==> src/rtl/mem_port_arbiter_if.sv <==
`default_nettype none
// ============================================================================
//  Module      : mem_port_arbiter_if
//  Description : Requester handshake and RAM pin bundle for mem_port_arbiter.
//                The slave view belongs to the arbiter. The master view
//                belongs to the requesters and the RAM side.
//  Revision    : 1.0  initial release
// ============================================================================
interface mem_port_arbiter_if #(
  parameter int ADDR_W = 4,
  parameter int DATA_W = 32
) ();
  logic              req_valid_0;
  logic              req_valid_1;
  logic              req_ready_0;
  logic              req_ready_1;
  logic              req_we_0;
  logic              req_we_1;
  logic [ADDR_W-1:0] req_addr_0;
  logic [ADDR_W-1:0] req_addr_1;
  logic [DATA_W-1:0] req_wdata_0;
  logic [DATA_W-1:0] req_wdata_1;
  logic              rsp_valid_0;
  logic              rsp_valid_1;
  logic [DATA_W-1:0] rsp_rdata_0;
  logic [DATA_W-1:0] rsp_rdata_1;
  logic              mem_en;
  logic [ADDR_W-1:0] mem_addr;
  logic [DATA_W-1:0] mem_wdata;
  logic [DATA_W-1:0] mem_rdata;

  modport slave (
    input  req_valid_0, req_valid_1, req_we_0, req_we_1,
    input  req_addr_0, req_addr_1, req_wdata_0, req_wdata_1,
    output req_ready_0, req_ready_1,
    output rsp_valid_0, rsp_valid_1, rsp_rdata_0, rsp_rdata_1,
    output mem_en, mem_addr, mem_wdata,
    input  mem_rdata
  );

  modport master (
    output req_valid_0, req_valid_1, req_we_0, req_we_1,
    output req_addr_0, req_addr_1, req_wdata_0, req_wdata_1,
    input  req_ready_0, req_ready_1,
    input  rsp_valid_0, rsp_valid_1, rsp_rdata_0, rsp_rdata_1,
    input  mem_en, mem_addr, mem_wdata,
    output mem_rdata
  );
endinterface
`default_nettype wire

==> src/rtl/mem_port_arbiter.sv <==
`default_nettype none
// ============================================================================
//  Module      : mem_port_arbiter
//  Description : Two-requester arbiter and sequencer for a single-port
//                synchronous RAM. The RAM writes when en=1. When en=0 it
//                registers the read address, and read data is combinational
//                from that registered address. The arbiter accepts one
//                request at a time and returns read data or a write
//                acknowledge to the requester that issued it.
//                Build option ARB_FIXED_PRIO_EN: requester 0 always wins a
//                tie, and no round-robin pointer is kept. By default, ties
//                alternate by round-robin.
//  Revision    : 1.0  initial release
// ============================================================================
module mem_port_arbiter #(
  parameter int ADDR_W = 4,
  parameter int DATA_W = 32
) (
  input  wire logic         clk,
  input  wire logic         rst_n,
  mem_port_arbiter_if.slave bus,
  output logic              busy
);

  typedef enum logic [1:0] {
    S_IDLE   = 2'd0,
    S_EXEC   = 2'd1,
    S_RDWAIT = 2'd2,
    S_RESP   = 2'd3
  } state_t;

  state_t            r_state;
  state_t            w_next;

  logic              r_we;
  logic              r_id;
  logic [ADDR_W-1:0] r_addr;
  logic [DATA_W-1:0] r_wdata;
  logic              r_rsp_valid_0;
  logic              r_rsp_valid_1;
  logic [DATA_W-1:0] r_rsp_rdata_0;
  logic [DATA_W-1:0] r_rsp_rdata_1;

  logic              w_win;
  logic              w_accept;
  logic              w_rdy_0;
  logic              w_rdy_1;
  logic              w_mem_en;
  logic [ADDR_W-1:0] w_mem_addr;
  logic [DATA_W-1:0] w_mem_wdata;
  logic              w_rsp_set;
  logic [DATA_W-1:0] w_rsp_data;

`ifdef ARB_FIXED_PRIO_EN
  // Requester 0 wins whenever it is valid.
  assign w_win = ~bus.req_valid_0;
`else
  // Id of the last winner. Its reset value of 1 lets requester 0 win the first tie.
  logic r_rr;

  // A tie goes to the requester that did not win last time. Otherwise the only valid requester wins.
  assign w_win = (bus.req_valid_0 && bus.req_valid_1) ? ~r_rr : ~bus.req_valid_0;

  // Record the winner on each accept.
  always_ff @(posedge clk or negedge rst_n) begin
    if (!rst_n)        r_rr <= 1'b1;
    else if (w_accept) r_rr <= w_win;
  end
`endif

  // State register. Reset returns to IDLE at once, so mem_en drops immediately.
  always_ff @(posedge clk or negedge rst_n) begin
    if (!rst_n) r_state <= S_IDLE;
    else        r_state <= w_next;
  end

  // Next state, grant, RAM pins and response-capture strobe.
  always_comb begin
    w_next      = r_state;
    w_accept    = 1'b0;
    w_rdy_0     = 1'b0;
    w_rdy_1     = 1'b0;
    w_mem_en    = 1'b0;
    w_mem_addr  = '0;
    w_mem_wdata = '0;
    w_rsp_set   = 1'b0;
    w_rsp_data  = '0;
    case (r_state)
      S_IDLE: begin
        if (bus.req_valid_0 || bus.req_valid_1) begin
          w_accept = 1'b1;
          w_rdy_0  = ~w_win;
          w_rdy_1  = w_win;
          w_next   = S_EXEC;
        end
      end
      S_EXEC: begin
        w_mem_addr  = r_addr;
        w_mem_wdata = r_wdata;
        if (r_we) begin
          // A write ack carries zero data and is ready now.
          w_mem_en  = 1'b1;
          w_rsp_set = 1'b1;
          w_next    = S_RESP;
        end else begin
          w_next    = S_RDWAIT;
        end
      end
      S_RDWAIT: begin
        // The RAM registered the address at the EXEC edge, so its output is valid now.
        w_mem_addr  = r_addr;
        w_mem_wdata = r_wdata;
        w_rsp_set   = 1'b1;
        w_rsp_data  = bus.mem_rdata;
        w_next      = S_RESP;
      end
      S_RESP: begin
        w_next = S_IDLE;
      end
      default: begin
        w_next = S_IDLE;
      end
    endcase
  end

  // Latch the winning request's fields and its id at the accept edge.
  always_ff @(posedge clk or negedge rst_n) begin
    if (!rst_n) begin
      r_we    <= 1'b0;
      r_id    <= 1'b0;
      r_addr  <= '0;
      r_wdata <= '0;
    end else if (w_accept) begin
      r_we    <= w_win ? bus.req_we_1    : bus.req_we_0;
      r_id    <= w_win;
      r_addr  <= w_win ? bus.req_addr_1  : bus.req_addr_0;
      r_wdata <= w_win ? bus.req_wdata_1 : bus.req_wdata_0;
    end
  end

  // Registered response. It is a one-cycle pulse to the originating requester and is zero otherwise.
  always_ff @(posedge clk or negedge rst_n) begin
    if (!rst_n) begin
      r_rsp_valid_0 <= 1'b0;
      r_rsp_valid_1 <= 1'b0;
      r_rsp_rdata_0 <= '0;
      r_rsp_rdata_1 <= '0;
    end else begin
      r_rsp_valid_0 <= w_rsp_set & ~r_id;
      r_rsp_valid_1 <= w_rsp_set &  r_id;
      r_rsp_rdata_0 <= (w_rsp_set & ~r_id) ? w_rsp_data : '0;
      r_rsp_rdata_1 <= (w_rsp_set &  r_id) ? w_rsp_data : '0;
    end
  end

  assign bus.req_ready_0 = w_rdy_0;
  assign bus.req_ready_1 = w_rdy_1;
  assign bus.rsp_valid_0 = r_rsp_valid_0;
  assign bus.rsp_valid_1 = r_rsp_valid_1;
  assign bus.rsp_rdata_0 = r_rsp_rdata_0;
  assign bus.rsp_rdata_1 = r_rsp_rdata_1;
  assign bus.mem_en      = w_mem_en;
  assign bus.mem_addr    = w_mem_addr;
  assign bus.mem_wdata   = w_mem_wdata;
  assign busy            = (r_state != S_IDLE);

endmodule
`default_nettype wire

==> src/flat_wrapper.sv <==
// flat-port wrapper written by rule: the top's interface ports become plain ports
module mem_port_arbiter_flat 
#(
  parameter int ADDR_W = 4,
  parameter int DATA_W = 32
)
  (clk, rst_n, busy, bus_req_valid_0, bus_req_valid_1, bus_req_we_0, bus_req_we_1, bus_req_addr_0, bus_req_addr_1, bus_req_wdata_0, bus_req_wdata_1, bus_req_ready_0, bus_req_ready_1, bus_rsp_valid_0, bus_rsp_valid_1, bus_rsp_rdata_0, bus_rsp_rdata_1, bus_mem_en, bus_mem_addr, bus_mem_wdata, bus_mem_rdata);
  mem_port_arbiter_if #(.ADDR_W(ADDR_W), .DATA_W(DATA_W)) bus_i ();
  input  wire logic clk;
  input  wire logic rst_n;
  output logic busy;
  input wire logic [$bits(bus_i.req_valid_0)-1:0] bus_req_valid_0;
  input wire logic [$bits(bus_i.req_valid_1)-1:0] bus_req_valid_1;
  input wire logic [$bits(bus_i.req_we_0)-1:0] bus_req_we_0;
  input wire logic [$bits(bus_i.req_we_1)-1:0] bus_req_we_1;
  input wire logic [$bits(bus_i.req_addr_0)-1:0] bus_req_addr_0;
  input wire logic [$bits(bus_i.req_addr_1)-1:0] bus_req_addr_1;
  input wire logic [$bits(bus_i.req_wdata_0)-1:0] bus_req_wdata_0;
  input wire logic [$bits(bus_i.req_wdata_1)-1:0] bus_req_wdata_1;
  output wire logic [$bits(bus_i.req_ready_0)-1:0] bus_req_ready_0;
  output wire logic [$bits(bus_i.req_ready_1)-1:0] bus_req_ready_1;
  output wire logic [$bits(bus_i.rsp_valid_0)-1:0] bus_rsp_valid_0;
  output wire logic [$bits(bus_i.rsp_valid_1)-1:0] bus_rsp_valid_1;
  output wire logic [$bits(bus_i.rsp_rdata_0)-1:0] bus_rsp_rdata_0;
  output wire logic [$bits(bus_i.rsp_rdata_1)-1:0] bus_rsp_rdata_1;
  output wire logic [$bits(bus_i.mem_en)-1:0] bus_mem_en;
  output wire logic [$bits(bus_i.mem_addr)-1:0] bus_mem_addr;
  output wire logic [$bits(bus_i.mem_wdata)-1:0] bus_mem_wdata;
  input wire logic [$bits(bus_i.mem_rdata)-1:0] bus_mem_rdata;
  assign bus_i.req_valid_0 = bus_req_valid_0;
  assign bus_i.req_valid_1 = bus_req_valid_1;
  assign bus_i.req_we_0 = bus_req_we_0;
  assign bus_i.req_we_1 = bus_req_we_1;
  assign bus_i.req_addr_0 = bus_req_addr_0;
  assign bus_i.req_addr_1 = bus_req_addr_1;
  assign bus_i.req_wdata_0 = bus_req_wdata_0;
  assign bus_i.req_wdata_1 = bus_req_wdata_1;
  assign bus_req_ready_0 = bus_i.req_ready_0;
  assign bus_req_ready_1 = bus_i.req_ready_1;
  assign bus_rsp_valid_0 = bus_i.rsp_valid_0;
  assign bus_rsp_valid_1 = bus_i.rsp_valid_1;
  assign bus_rsp_rdata_0 = bus_i.rsp_rdata_0;
  assign bus_rsp_rdata_1 = bus_i.rsp_rdata_1;
  assign bus_mem_en = bus_i.mem_en;
  assign bus_mem_addr = bus_i.mem_addr;
  assign bus_mem_wdata = bus_i.mem_wdata;
  assign bus_i.mem_rdata = bus_mem_rdata;
  mem_port_arbiter #(.ADDR_W(ADDR_W), .DATA_W(DATA_W)) u_core (.clk(clk), .rst_n(rst_n), .bus(bus_i), .busy(busy));
endmodule
==> config.mk <==
export PLATFORM = sky130hd
export DESIGN_NAME = mem_port_arbiter_flat
export DESIGN_NICKNAME = d
export VERILOG_FILES = /design/src/rtl/mem_port_arbiter_if.sv /design/src/rtl/mem_port_arbiter.sv /design/src/flat_wrapper.sv
export SDC_FILE = /design/constraint.sdc
export NUM_CORES = 1
export LEC_CHECK = 0
export ABC_AREA = 1
export BUFFER_PORTS_ARGS = -buffer_cell sky130_fd_sc_hd__buf_2
export CORE_AREA = 2 2 135 137
export CTS_CLUSTER_SIZE = 20
export DETAILED_ROUTE_END_ITERATION = 12
export DIE_AREA = 0 0 137 139
export MAX_ROUTING_LAYER = met4
export SLEW_MARGIN = 20
export SYNTH_ARGS = -nofsm -noshare
export SYNTH_HDL_FRONTEND = slang
export SYNTH_SLANG_ARGS = --single-unit
==> constraint.sdc <==
create_clock -name clk -period 2.4 [get_ports clk]
set_clock_uncertainty 0.05 [all_clocks]
set_input_delay 0.24 -clock clk [delete_from_list [all_inputs] [get_ports clk]]
set_output_delay 0.24 -clock clk [all_outputs]
set_load 0.05 [all_outputs]
==> metrics <==
Syn Inst Count 640; Die Wd ~140 um; f_max 460.4 MHz; gpl congestion ~0.75; Tcrit/Tclk final roughly 90%; vias in the first global route 4423; starting density of the core 28.61%; top cell type's share of synthesized area a little over half; I/O pins 216; run status finished, final reports clean; most common cell in the netlist inv_1; synthesized area slightly above 5000 sq um; CORE AREA approximately 18000 sq um; crit-path leading delay family adder cells; die height roughly 140 um; first-pass GRT wire length between 20000 and 25000 um; Unique masters post-synth 18; First-pass DRT Iterations 4; DR iter-0 viols about 230; setup violators final 0; Fin Setup TNS 0 ns; post-synthesis net count 753; Async SR Flop Fraction 100.0%; IR drop worst, VDD 0.9918 mV; layout cells sized above 1 between 20% and 30%; Worst-Skew Late Latency 0.34 ns; TritonCTS clock tree yes; clk slew on worst S/H paths 0.08 ns; NumNets Final approximately 950; Final Slew Violations 0; Num CTS Buffers 9; EDFF count, synth 0; CP max FO 47; Max Root-Sink Buffers 2; H-Tree Level Count 3; Core Rows 49; PwrDens 1443 nW/um^2; pin count of the biggest net entering global routing 67; Design Area, Final around 6600 sq um; DRC Markers 0; # clock sinks 107; Hold Path Class input pin to flip-flop; ANT nets after route 0; Setup crit end kind output pin; Post-Route WL around 13000 um; antenna violations before repair 1; startpoint types flip-flop; # fillers 1878; RSZ-0062 raised after global routing no; WS Path Type flip-flop to output pin; vias per cell 4.276; mean post-synth cell area 7.894 sq um; Hold Fails Final Rpt 0; Slew @ Worst Pin 1.019 ns; synth cell count leaders inv_1, nand2_1, dfrtp_1; CP cell instances inv_1 -> ha_4 -> nand2_1 -> inv_1 -> buf_2; CP max stage delay 0.61 ns; max_slew headroom 31.64%; Total GRT Usage between 10 and 15%; dominant synthesized flop cell dfrtp_1; die area ~19000 sq um; placed instance area 6305 sq um; max_cap viols 0; Synthesis Warnings 0; GR Overflow Total 0; via count 4563; Crit path required time approximately 2.1 ns; most used cell along the critical path inv_1; P_leak 4.590 nW; leading area contributor after synthesis dfrtp_1; CTS root buf clkbuf_16; Port Buffers between 200 and 250; WP data arrival 1.88 ns; DPL Wire Length roughly 9500 um; slowest stage cell, crit path ha_4; Seq/Total Area, Yosys 53.02%; fin crit period 2.172 ns; Worst Path Buf+Inv 3; wire length per cell 12.65 um; top cells by area, synth dfrtp_1, inv_1, nand2_1, nand4_1, nand3_1; Layout area overhead 30.51%; Yosys reg bits around 110
worst reg2reg max path: cells and delay by family (launching register included):
| family | cells | cell delay, ns |
|---|---|---|
| AOI/OAI and AO/OA | 1 | 0.17 |
| adders and majority gates | 1 | 0.61 |
| buffers and inverters | 2 | 0.40 |
| DFF | 1 | 0.37 |
| and+or+nand+nor | 1 | 0.11 |
final timing paths:
| path | depth (start not counted) | end | from | slack [ns] |
|---|---|---|---|---|
| setup reg to reg | 5 | u_core.bus.rsp_valid_1 | u_core.r_state[0] | 0.60 |
| min in group asynchronous | 2 | u_core.bus.rsp_rdata_0[12] | rst_n | 0.40 |
| hold reg to reg | 2 | u_core.r_wdata[12] | u_core.r_wdata[12] | 0.44 |
| max in group asynchronous | 3 | u_core.r_rr | rst_n | 1.19 |
| setup / recovery | 5 | bus_mem_wdata[12] | u_core.r_state[0] | 0.23 |
| hold / removal | 3 | u_core.bus.rsp_rdata_1[21] | bus_mem_rdata[21] | 0.1 |
repair_timing:
| item | in CTS | in global routing |
|---|---|---|
| hold buffers | 1 | 0 |
| setup buffers | 0 | 0 |
| hold endpoints to repair | 42 | 0 |
| gates resized for setup | 0 | 0 |
kinds of logic (layout without fill, tap and decap cells):
kind of cell	Yosys count	in the layout	synth area share (%)
DFF	107	107	53.02
buffers and inverters	227	424	18.40
and+or+nand+nor	298	298	27.34
other	0	1	0
AOI/OAI and AO/OA	5	5	0.4952
adders and majority gates	3	3	0.7430
cells in the final DEF, fill, tap and decap left out, types with 2 or more instances in the layout:
cell type and count:
inv_8 2, nand4_1 64, nand3_1 74, buf_12 3
nor2_1 4, o21ai_0 5, dfrtp_1 106, clkinvlp_4 2
inv_1 180, clkbuf_16 9, nand2_1 154, buf_2 214
buf_4 8
report_power, final:
part / switching, mW / total [mW] / internal, mW
sequential: 0.256 / 2.60 / 2.35
combinational: 4.28 / 5.51 / 1.22
clock: 0.688 / 1.40 / 0.714
stage by stage:
stage          instances  total power, mW  utilization, %  hold slack, ns  setup WS (ns)
6_report            1067            9.512           37.34         0.09627         0.2279
5_1_grt             1067            10.19           37.34         0.08104        0.07554
4_1_cts             1066            9.677           37.33         0.07732         0.1652
3_5_place_dp        1050            8.225           35.71          0.2552         0.5505
3_3_place_gp        1050            8.202           35.71          0.2446         0.5638
2_1_floorplan        640            6.865               -         -0.1056         0.6227
cell type report:
type                    count  area, sq um  area share (%)
diodes                      1        2.502         0.03795
multi-input cells         306         1459           22.13
flip-flops and latches    107         2679           40.63
clock buffers               9        225.2           3.416
repair buffers            226         1201           18.22
inverters                 183        689.4           10.46
clock inverters             6        51.30          0.7780
well taps                 229        286.5           4.345
registers in the layout (all words and copies together) (netlist names):
name	cells
u_core.r_rr	1
u_core.bus.rsp_rdata_1	32
u_core.bus.rsp_rdata_0	32
u_core.bus.rsp_valid_1	1
u_core.r_id	1
u_core.r_addr	4
u_core.bus.rsp_valid_0	1
u_core.r_wdata	32
u_core.r_state	2
u_core.r_we	1
per-layer routing:
| layer | track usage, % | share of wire [%] | wire length [um] | up-vias |
|---|---|---|---|---|
| li1 | - | - | - | 2305 |
| met3 | 2.376 | 6.8 | 918 | 18 |
| met5 | - | 0 | 0 | - |
| met4 | 5.697 | 1.9 | 254 | 0 |
| met2 | 23.96 | 47 | 6386 | 176 |
| met1 | 18.58 | 44 | 5935 | 2064 |
Note: power is estimated with default switching activity, not from simulation.
